--- src/rtl/calc_control_fsm.sv ---
// Keypad calculator controller: sequences digit entry, operator/equals execution and
// clear through a multi-cycle ALU start/done handshake, with digit limit and error state.
module calc_control_fsm #(
    parameter int OP_W       = 2,
    parameter int OP_ADD     = 0,
    parameter int OP_MUL     = 2,
    parameter int MAX_DIGITS = 8,
    parameter int CNT_W      = 4
) (
    input  logic             clk,
    input  logic             reset_n,
    input  logic             key_valid,
    input  logic [1:0]       key_type,
    output logic             key_ready,
    output logic             key_rej,
    output logic             alu_start,
    input  logic             alu_done,
    input  logic             alu_err,
    output logic [1:0]       alu_mux_sig,
    output logic [OP_W-1:0]  op_input,
    output logic             op_mux_sig,
    output logic             display_mux_sig,
    output logic [3:0]       we,
    output logic [2:0]       clr,
    output logic [CNT_W-1:0] digit_count,
    output logic             err
);

    typedef enum logic [3:0] {
        IDLE, D_MUL, D_MUL_W, D_ADD, D_ADD_W, D_SHOW,
        O_EXEC, O_WAIT, O_SHOW, EQ, CLEAR, ERROR
    } state_t;

    localparam logic [1:0] KEY_DIGIT = 2'b00;
    localparam logic [1:0] KEY_EQ    = 2'b10;
    localparam logic [1:0] KEY_CLEAR = 2'b11;

    localparam logic [OP_W-1:0]  OP_MUL_V = OP_W'(OP_MUL);
    localparam logic [OP_W-1:0]  OP_ADD_V = OP_W'(OP_ADD);
    localparam logic [CNT_W-1:0] MAX_CNT  = CNT_W'(MAX_DIGITS);

    state_t     state, next_state;
    logic [1:0] last_key;
    logic       count_inc, count_clr;
    logic       count_full;

    assign key_ready  = (state == IDLE) || (state == ERROR);
    assign count_full = (digit_count >= MAX_CNT);

    always_ff @(posedge clk or negedge reset_n) begin
        if (!reset_n) begin
            state <= IDLE;
        end else begin
            state <= next_state;
        end
    end

    // last_key steers O_SHOW into EQ; digit_count only grows while below the limit
    always_ff @(posedge clk or negedge reset_n) begin
        if (!reset_n) begin
            last_key    <= 2'b00;
            digit_count <= '0;
        end else begin
            if (key_valid && key_ready) begin
                last_key <= key_type;
            end
            if (count_clr) begin
                digit_count <= '0;
            end else if (count_inc) begin
                digit_count <= digit_count + CNT_W'(1);
            end
        end
    end

    always_comb begin
        next_state      = state;
        key_rej         = 1'b0;
        alu_start       = 1'b0;
        alu_mux_sig     = 2'b00;
        op_input        = '0;
        op_mux_sig      = 1'b0;
        display_mux_sig = 1'b0;
        we              = 4'b0000;
        clr             = 3'b000;
        err             = 1'b0;
        count_inc       = 1'b0;
        count_clr       = 1'b0;

        case (state)
            IDLE: begin
                if (key_valid) begin
                    case (key_type)
                        KEY_DIGIT: begin
                            if (!count_full) begin
                                next_state = D_MUL;
                                count_inc  = 1'b1;
                            end else begin
                                key_rej = 1'b1;
                            end
                        end
                        KEY_CLEAR: next_state = CLEAR;
                        default:   next_state = O_EXEC;
                    endcase
                end
            end
            D_MUL: begin
                alu_start   = 1'b1;
                alu_mux_sig = 2'b10;
                op_input    = OP_MUL_V;
                next_state  = D_MUL_W;
            end
            // Result is written on the same edge that done is seen
            D_MUL_W: begin
                alu_mux_sig = 2'b10;
                op_input    = OP_MUL_V;
                if (alu_done) begin
                    if (alu_err) begin
                        next_state = ERROR;
                    end else begin
                        we[0]      = 1'b1;
                        next_state = D_ADD;
                    end
                end
            end
            D_ADD: begin
                alu_start   = 1'b1;
                alu_mux_sig = 2'b01;
                op_input    = OP_ADD_V;
                next_state  = D_ADD_W;
            end
            D_ADD_W: begin
                alu_mux_sig = 2'b01;
                op_input    = OP_ADD_V;
                if (alu_done) begin
                    if (alu_err) begin
                        next_state = ERROR;
                    end else begin
                        we[0]      = 1'b1;
                        next_state = D_SHOW;
                    end
                end
            end
            D_SHOW: begin
                we[2]      = 1'b1;
                next_state = IDLE;
            end
            O_EXEC: begin
                alu_start  = 1'b1;
                op_mux_sig = 1'b1;
                next_state = O_WAIT;
            end
            O_WAIT: begin
                op_mux_sig = 1'b1;
                if (alu_done) begin
                    if (alu_err) begin
                        next_state = ERROR;
                    end else begin
                        we[1]      = 1'b1;
                        we[3]      = 1'b1;
                        next_state = O_SHOW;
                    end
                end
            end
            O_SHOW: begin
                display_mux_sig = 1'b1;
                we[2]           = 1'b1;
                clr[0]          = 1'b1;
                count_clr       = 1'b1;
                next_state      = (last_key == KEY_EQ) ? EQ : IDLE;
            end
            EQ: begin
                clr[1]     = 1'b1;
                next_state = IDLE;
            end
            CLEAR: begin
                clr        = 3'b111;
                count_clr  = 1'b1;
                next_state = IDLE;
            end
            ERROR: begin
                err = 1'b1;
                if (key_valid) begin
                    if (key_type == KEY_CLEAR) begin
                        next_state = CLEAR;
                    end else begin
                        key_rej = 1'b1;
                    end
                end
            end
            default: next_state = IDLE;
        endcase
    end

endmodule

--- config.mk ---
export PLATFORM = sky130hd
export DESIGN_NAME = calc_control_fsm
export DESIGN_NICKNAME = d
export VERILOG_FILES = /design/src/rtl/calc_control_fsm.sv
export SDC_FILE = /design/constraint.sdc
export NUM_CORES = 1
export LEC_CHECK = 0
export ABC_AREA = 1
export CAP_MARGIN = 20
export CORE_UTILIZATION = 45
export CTS_CLUSTER_SIZE = 30
export DETAILED_ROUTE_END_ITERATION = 7
export DONT_BUFFER_PORTS = 1
export SLEW_MARGIN = 20
export SYNTH_ARGS = -nofsm -noshare
export SYNTH_HDL_FRONTEND = slang
export SYNTH_SLANG_ARGS = --single-unit
--- constraint.sdc ---
create_clock -name clk -period 1.6 [get_ports clk]
set_clock_uncertainty 0.2 [all_clocks]
set_input_delay 0.32 -clock clk [delete_from_list [all_inputs] [get_ports clk]]
set_output_delay 0.32 -clock clk [all_outputs]
set_load 0.03 [all_outputs]
# Yosys cells after proc, flatten, opt, wreduce, memory -nomap -nowiden
# Cells that the tools add are included.
classes:
  n_addsub: 1
  n_lt_le_gt_ge: 1
  eq_ne: 20
  mux: 39
  reduce_logical: 14
ops:
  columns: ["operator", "n"]
  rows:
  - ["$mux 4", 12]
  - ["$pmux 4 s9", 1]
  - ["$mux 1", 21]
  - ["$eq 4x3->1 const B", 4]
  - ["$eq 4x4->1 const B", 4]
  - ["$reduce_or 2->1", 7]
  - ["$ne 2x2->1 const B", 5]
  - ["$eq 4x2->1 const B", 2]
  - ["$pmux 4 s2", 1]
  - ["$reduce_and 7->1", 1]
  - ["$add 4x1->4 const B", 1]
  - ["$eq 2x2->1 const B", 2]
  - ["$eq 4x1->1 const B", 1]
  - ["$ge 4x4->1 const B", 1]
  - ["$logic_not 4->1", 1]
  - ["$mux 2", 2]
  - ["$pmux 2 s2", 1]
  - ["$ne 3x3->1 const B", 1]
  - ["$reduce_or 3->1", 1]
  - ["$logic_not 2->1", 1]
  - ["$ne 2x1->1 const B", 1]
  - ["$pmux 1 s2", 1]
  - ["$reduce_bool 2->1", 1]
  - ["$logic_and 1x1->1", 1]
  - ["$logic_or 1x1->1", 1]
word_totals:
  register_bits: 10
  out_inout_bits: 21

# Logic depth before layout (Yosys ltp)
# Gate-level depths: netlist of the first run.
depth:
  ltp_word: 7
  mapped_depth: 11
  mapped_depth_nobuf: 11

# Least setup slack after synthesis of the first run
# Ideal clock, no wire load.
synth_path:
  path_type: "reg-to-output"
  startpoint: "reg state[2]"
  endpoint: "out we[3]"
  t_arrival_ns: 1.718
  required_ns: 1.080
  setup_slack_ns: -0.638
  stages_incl_launch_ff: 6
  n_path_buf: 1
  path_cell_list: "dfrtp_1 > inv_2 > nor2_2 > nand2_1 > nor3_1 > buf_4"
synth_via:
  elab_chain_len: 2
synth_lines:
  columns: ["item", "line", "text"]
  rows:
  - ["start, declared", "42", "state_t state, next_state;"]
  - ["start signal, assigned", "54", "state <= next_state;"]
  - ["$eq 4x3->1", null, null]
  - ["$mux 1", null, null]
  - ["end, declared", "23", "output logic [3:0] we,"]
# No other way between the ends.

# Final worst setup path of the first run
layout_path:
  startpoint: "reg state[3]"
  endpoint: "out we[0]"
layout_via:
  elab_chain_len: 3
  word_cells_on_any_way: 4
  cone_classes: "eq/ne: 2; mux: 1; reduce/logical: 1"
layout_lines:
  columns: ["item", "line", "text"]
  rows:
  - ["$eq 4x3->1 / $eq 4x2->1 (equally long branches)", "89", "case (state)"]
  - ["$reduce_or 2->1 (no line) *", null, null]
  - ["$mux 1 *", null, null]
# Mark *: on every way between the ends. The rest lies on a longest branch, timed or not.

==> results.md, run 1 <==
- Status: finished with violations
- Failing checks: setup timing
- Period utilisation layout: 120%
- WS Path Type: flip-flop to output pin
- Most frequent cells in the layout: nand2_1 (31), buf_4 (28), inv_1 (15)
- Final Wtd Congestion: 0.832
- Initial Util: 47.9%
- DR vias: 1,069
- Net count after synthesis: 152
- Minimum hold slack: 98.2 ps
- RSZ-0062 raised after global routing: true
- Synth Flop Type: dfrtp_1
- PortBufs: 0
- DP HPWL: 1940 microns
- Leak: 0.000763 uW
- Startpoint Class: flip-flop
- FP Rows: 16
- CTS Buf Count: 3
- Final hold vios: 0
- # setup viols final: 23
- Critical path required time: 1080 ps
- Max Freq: 520 MHz
- Nets: 193
- Core box area: 1940 sq um
- Antenna cells: 0
- Final worst slack: -325 ps
- Grt ovf: 0
- Final Util: 76.0%
- Clock H-tree levels: 1
- Max Slew Vio Count: 0
- Min Tclk post-route: 1920 ps
- Ys Warns: 0
- Sequential share of the synthesized area: 26.9%
- Arr. time, crit path: 1400 ps
- Post-DRT Antenna Nets: 0
- Syn Area/Cell: 6.64 sq um
- Max cap viols: 0
- DR WL/cell: 13.5 microns
- Total track usage: 24.7%
- Fraction of layout cells with a size suffix above 1: 51.1%
- Clk slew on worst S/H paths: 70 ps
- First-pass GRT wire length: 3980 microns
- Worst path max stage delay: 470 ps
- Residual DRC: 0
- CP Cell Sequence: nor2_4, inv_2, o21ai_2, and3_4
- Gate Count Post-Synth: 140
- TritonRoute pass-1 iters: 5
- CP Capture Type: output pin
- Die X: 47.5 microns
- Yosys cell types: 26
- Cell Area, Placed: 1240 sq um
- Vias in the first global route: 979
- Worst vdd ir: 1300 uV
- Worst-Skew Late Latency: 260 ps
- Pwr dens: 2010 nW/um^2
- Vias per cell: 5.16
- Starting DRT DRC Count: 27
- Hold/Removal Path Class: input port to flip-flop
- Worst path slowest cell: dfrtp_2
- Clock Sink Count: 10
- Commonest non-fill, non-tap cell in the layout: nand2_1
- Pre-CTS WS: -50.9 ps
- Largest buffer count on any clock path: 2
- Synth async-reset ratio: 100%
- Final wirelength: 2790 microns
- Synth Register Bits: 10
- DIE AREA: 2250 sq um
- Delay-heaviest family, CP: flip-flops
- CP Max Fanout: 5
- Largest net degree at the start of global routing: 11
- Buf+Inv Stages, Crit Path: 1
- Cell Area, Synth: 930 sq um
- Initial antenna violation count: 0
- IO Pins: 28
- CTS Root Cell: clkbuf_4
- Area grow syn2layout: 58.8%
- Post-synth EDFFs: 0
- Final Cell Area: 1480 sq um
- CTS tree: built
- Die H: 47.5 microns
## layout make-up
| type | count | area, sq um |
|---|---|---|
| multi-input cells | 103 | 703 |
| fillers | 162 | 465 |
| repair buffers | 40 | 357 |
| flip-flops and latches | 10 | 255 |
| inverters | 23 | 91.3 |
| clock buffers | 4 | 36.3 |
| well taps | 27 | 33.8 |
## state kept, by name, indices dropped and copies added, names as in the netlist
| name | cells |
|---|---|
| digit_count | 4 |
| state | 4 |
| last_key | 2 |
## timing repair
action / CTS / global route
hold buffers: 1 / 0
buffers inserted: 5 / 5
endpoints found under the setup margin: 20 / 26
hold endpoints to repair: 10 / 0
resized for setup: 21 / 16
pin swaps: 7 / 4
## cells by family after synthesis
logic type               count (synthesis)  synth area share (%)
AO/OA/AOI/OAI                           14                  8.35
adder cells (fa/ha/maj)                  5                  6.73
buffers and inverters                   27                  13.2
flip-flops                              10                  26.9
other                                    1                 0.403
AND/OR/NAND/NOR                         83                  44.4
## synthesized netlist by cell type, types with 2 or more instances
cell     instances  area [sq um]
nand2_1         37           139
inv_1           18          67.6
nor2_1          13          48.8
nand3_1         11          55.1
dfrtp_1         10           250
ha_1             5          62.6
inv_2            5          18.8
nand2_2          5          31.3
a21oi_1          4          20.0
nor2_4           4          45.0
o21ai_1          4          20.0
buf_4            3          22.5
nor2_2           3          18.8
o21ai_0          3          15.0
and3_1           2          12.5
nand2_4          2          22.5
nor3_1           2          10.0
## worst min-delay path: cells and delay by family
kind,cells,cell delay (ps)
and+or+nand+nor,4,210
## final timing paths
kind                             startpoint              to  slack (ps)  cells after the start
max in group asynchronous           reset_n        state[2]         650                      1
min in group asynchronous           reset_n  digit_count[0]         230                      1
worst max-delay path               state[3]           we[0]        -320                      4
worst max register to register     state[1]        state[0]        -180                     11
worst min register to register  last_key[0]     last_key[0]         300                      2
worst min-delay path                alu_err        state[3]         100                      4
## layer usage
layer | routed length, microns | track usage, %
met4 | 11 | 8.00
met3 | 143 | 3.77
met1 | 1140 | 30.6
met2 | 1490 | 43.8
met5 | 0 | 0
## where the power goes
group,switching [uW],total [uW],internal [uW]
Combinational,1350,2250,902
Sequential,127,487,360
Clock,96.1,234,138
Total,1580,2970,1400
## metrics by stage
| stage | cells | power, uW | TNS, ps |
|---|---|---|---|
| floorplan | 140 | 1750 | -1040 |
| global placement | 194 | 2290 | -55.8 |
| detailed placement | 194 | 2320 | -221 |
| CTS | 204 | 2790 | -3860 |
| global route | 207 | 3160 | -5830 |
| finish | 207 | 2970 | -4610 |
(Power assumes the default switching activity.)
==> inputs of run 2 (changes only) <==
CTS_CLUSTER_SIZE = not set   (was 30)
SKIP_LAST_GASP = 1   (was not set)
==> results.md, run 2 (synthesized netlist as in run 1, its figures left out) <==
- Status: finished with violations
- Failing checks: setup timing
- Total track usage: 24.6% (-0.16 points)
- Sw power: 1640 uW (+4.2%)
- Global routing usage on met2: 43.6% (-0.27 points)
- Core box area: 1940 sq um (unchanged)
- Area grow syn2layout: 60.2%
- WS Path Type: flip-flop to output pin
- PortBufs: 0 (unchanged)
- Largest regs: digit_count x4, state x4, last_key x2
- Fraction of layout cells with a size suffix above 1: 52.0% (+0.87 points)
- Worst vdd ir: 1400 uV (+7.8%)
- RSZ-0062 raised after global routing: true
- Startpoint Class: flip-flop
- Die X: 47.5 microns (unchanged)
- DR WL/cell: 14.0 microns (+4.1%)
- Grt ovf: 0 (unchanged)
- DP Cell Count: 194 (unchanged)
- Commonest non-fill, non-tap cell in the layout: nand2_1
- Hold/Removal Path Class: input port to flip-flop
- Final wirelength: 2860 microns (+2.6%)
- Number of fill cells in the layout: 156 (-3.7%)
- Leak: 0.000768 uW (+0.63%)
- Critical path required time: 1080 ps (about the same)
- # setup viols final: 20 (-13%)
- Period utilisation layout: 120% (+0.19 points)
- Clock H-tree levels: 1 (unchanged)
- Flop pwr share: 16.4% (about the same)
- Overall Power: 3050 uW (+2.5%)
- Worst-Skew Late Latency: 270 ps (about the same)
- Pwr dens: 2050 nW/um^2 (+1.6%)
- Final worst slack: -328 ps (-3.07 ps)
- Switch share: 53.8% (+0.85 points)
- Final hold vios: 0 (unchanged)
- Largest buffer count on any clock path: 2 (unchanged)
- Arr. time, crit path: 1410 ps (about the same)
- Register Area: 255 sq um (unchanged)
- Max Slew Vio Count: 0 (unchanged)
- Clock Power Share: 7.9% (about the same)
- Starting DRT DRC Count: 26 (-3.7%)
- Final Util: 76.7% (+0.64 points)
- Area of the multi-input gates: 732 sq um (+4.1%)
- Largest net degree at the start of global routing: 11 (unchanged)
- Die H: 47.5 microns (unchanged)
- Nets: 190 (-1.6%)
- Internal Pwr Total: 1410 uW (+0.66%)
- DP HPWL: 1940 microns (unchanged)
- First-pass GRT wire length: 3940 microns (-1.1%)
- Max Freq: 519 MHz (-0.16%)
- FP Rows: 16 (unchanged)
- CTS Buf Count: 3 (unchanged)
- CTS tree: built
- Setup TNS Final: -4210 ps (+394 ps)
- Min Tclk post-route: 1930 ps (+3.07 ps)
- Comb pwr share: 75.7% (about the same)
- Busiest grt layer: met2
- IO Pins: 28 (unchanged)
- Met3 Resource Use GR: 3.02% (-0.75 points)
- CP Capture Type: output pin
- Initial Util: 47.9% (unchanged)
- Antenna cells: 0 (unchanged)
- Clk slew on worst S/H paths: 70 ps (about the same)
- CP Max Fanout: 4 (-1)
- Post-DRT Antenna Nets: 0 (unchanged)
- Max cap viols: 0 (unchanged)
- Vias in the first global route: 945 (-3.5%)
- CTS Root Cell: clkbuf_4
- Pre-CTS WS: -50.9 ps (unchanged)
- Residual DRC: 0 (unchanged)
- DR vias: 1,054 (-1.4%)
- Met1 Usage GRT: 31.1% (+0.48 points)
- Clock Sink Count: 10 (unchanged)
- Fin cells: 204 (-1.4%)
- DIE AREA: 2250 sq um (unchanged)
- Initial antenna violation count: 0 (unchanged)
- TritonRoute pass-1 iters: 4 (-1)
- Vias per cell: 5.17 (about the same)
- Most frequent cells in the layout: nand2_1 (27), buf_4 (25), inv_1 (15)
- Final Wtd Congestion: 0.832 (unchanged)
run 2: routing by layer:
| metal | wire length, microns | part of all wire (%) | up-vias |
|---|---|---|---|
| met5 | 0 | 0 | - |
| li1 | - | - | 504 |
| met1 | 1160 | 41 | 504 |
| met3 | 147 | 5.1 | 6 |
| met4 | 29 | 1.0 | 0 |
| met2 | 1520 | 53 | 40 |
run 2: layout make-up:
cell class                 instances  area share, %
clock buffer                       4           2.44
inverter                          23           6.30
timing repair buffer              37           22.7
sequential                        10           17.1
multi-input combinational        103           49.2
tap                               27           2.27
run 2: path summary, 6_finish.rpt:
kind / startpoint / to / slack [ps] / cells after the start
hold / removal: alu_err / state[3] / 80 / 4
setup reg to reg: state[3] / state[1] / -60 / 10
min in group asynchronous: reset_n / digit_count[0] / 220 / 1
hold reg to reg: last_key[0] / last_key[0] / 300 / 2
setup / recovery: state[2] / key_rej / -330 / 7
max in group asynchronous: reset_n / state[2] / 650 / 1
run 2: timing repair:
item | 4_1_cts | 5_1_grt
endpoints found under the setup margin | 20 | 26
hold endpoints to repair | 10 | 0
buffers inserted | 5 | 4
pin swaps | 7 | 9
hold buffers | 1 | 0
gates resized for setup | 19 | 28
run 2: worst max-delay path: stages, from the launching register on:
cell and delay (ps):
dfrtp_2 450, inv_2 100, nand2_4 70, nor2_4 100
inv_2 70, nand2_4 70, nand2_4 60, a21oi_4 220
run 2: through the flow:
stage,area (sq um),hold WS [ps]
floorplan,1000,-176
global placement,1240,-175
detailed placement,1240,-175
CTS,1400,93.8
global route,1490,98.4
finish,1490,83.1
run 2: power groups by stage:
stage	logic, uW	clock network, uW	registers [uW]
2_1_floorplan	1250	0	504
3_3_place_gp	1820	0	471
3_5_place_dp	1840	0	478
4_1_cts	2070	236	483
5_1_grt	2480	245	515
6_report	2310	240	500
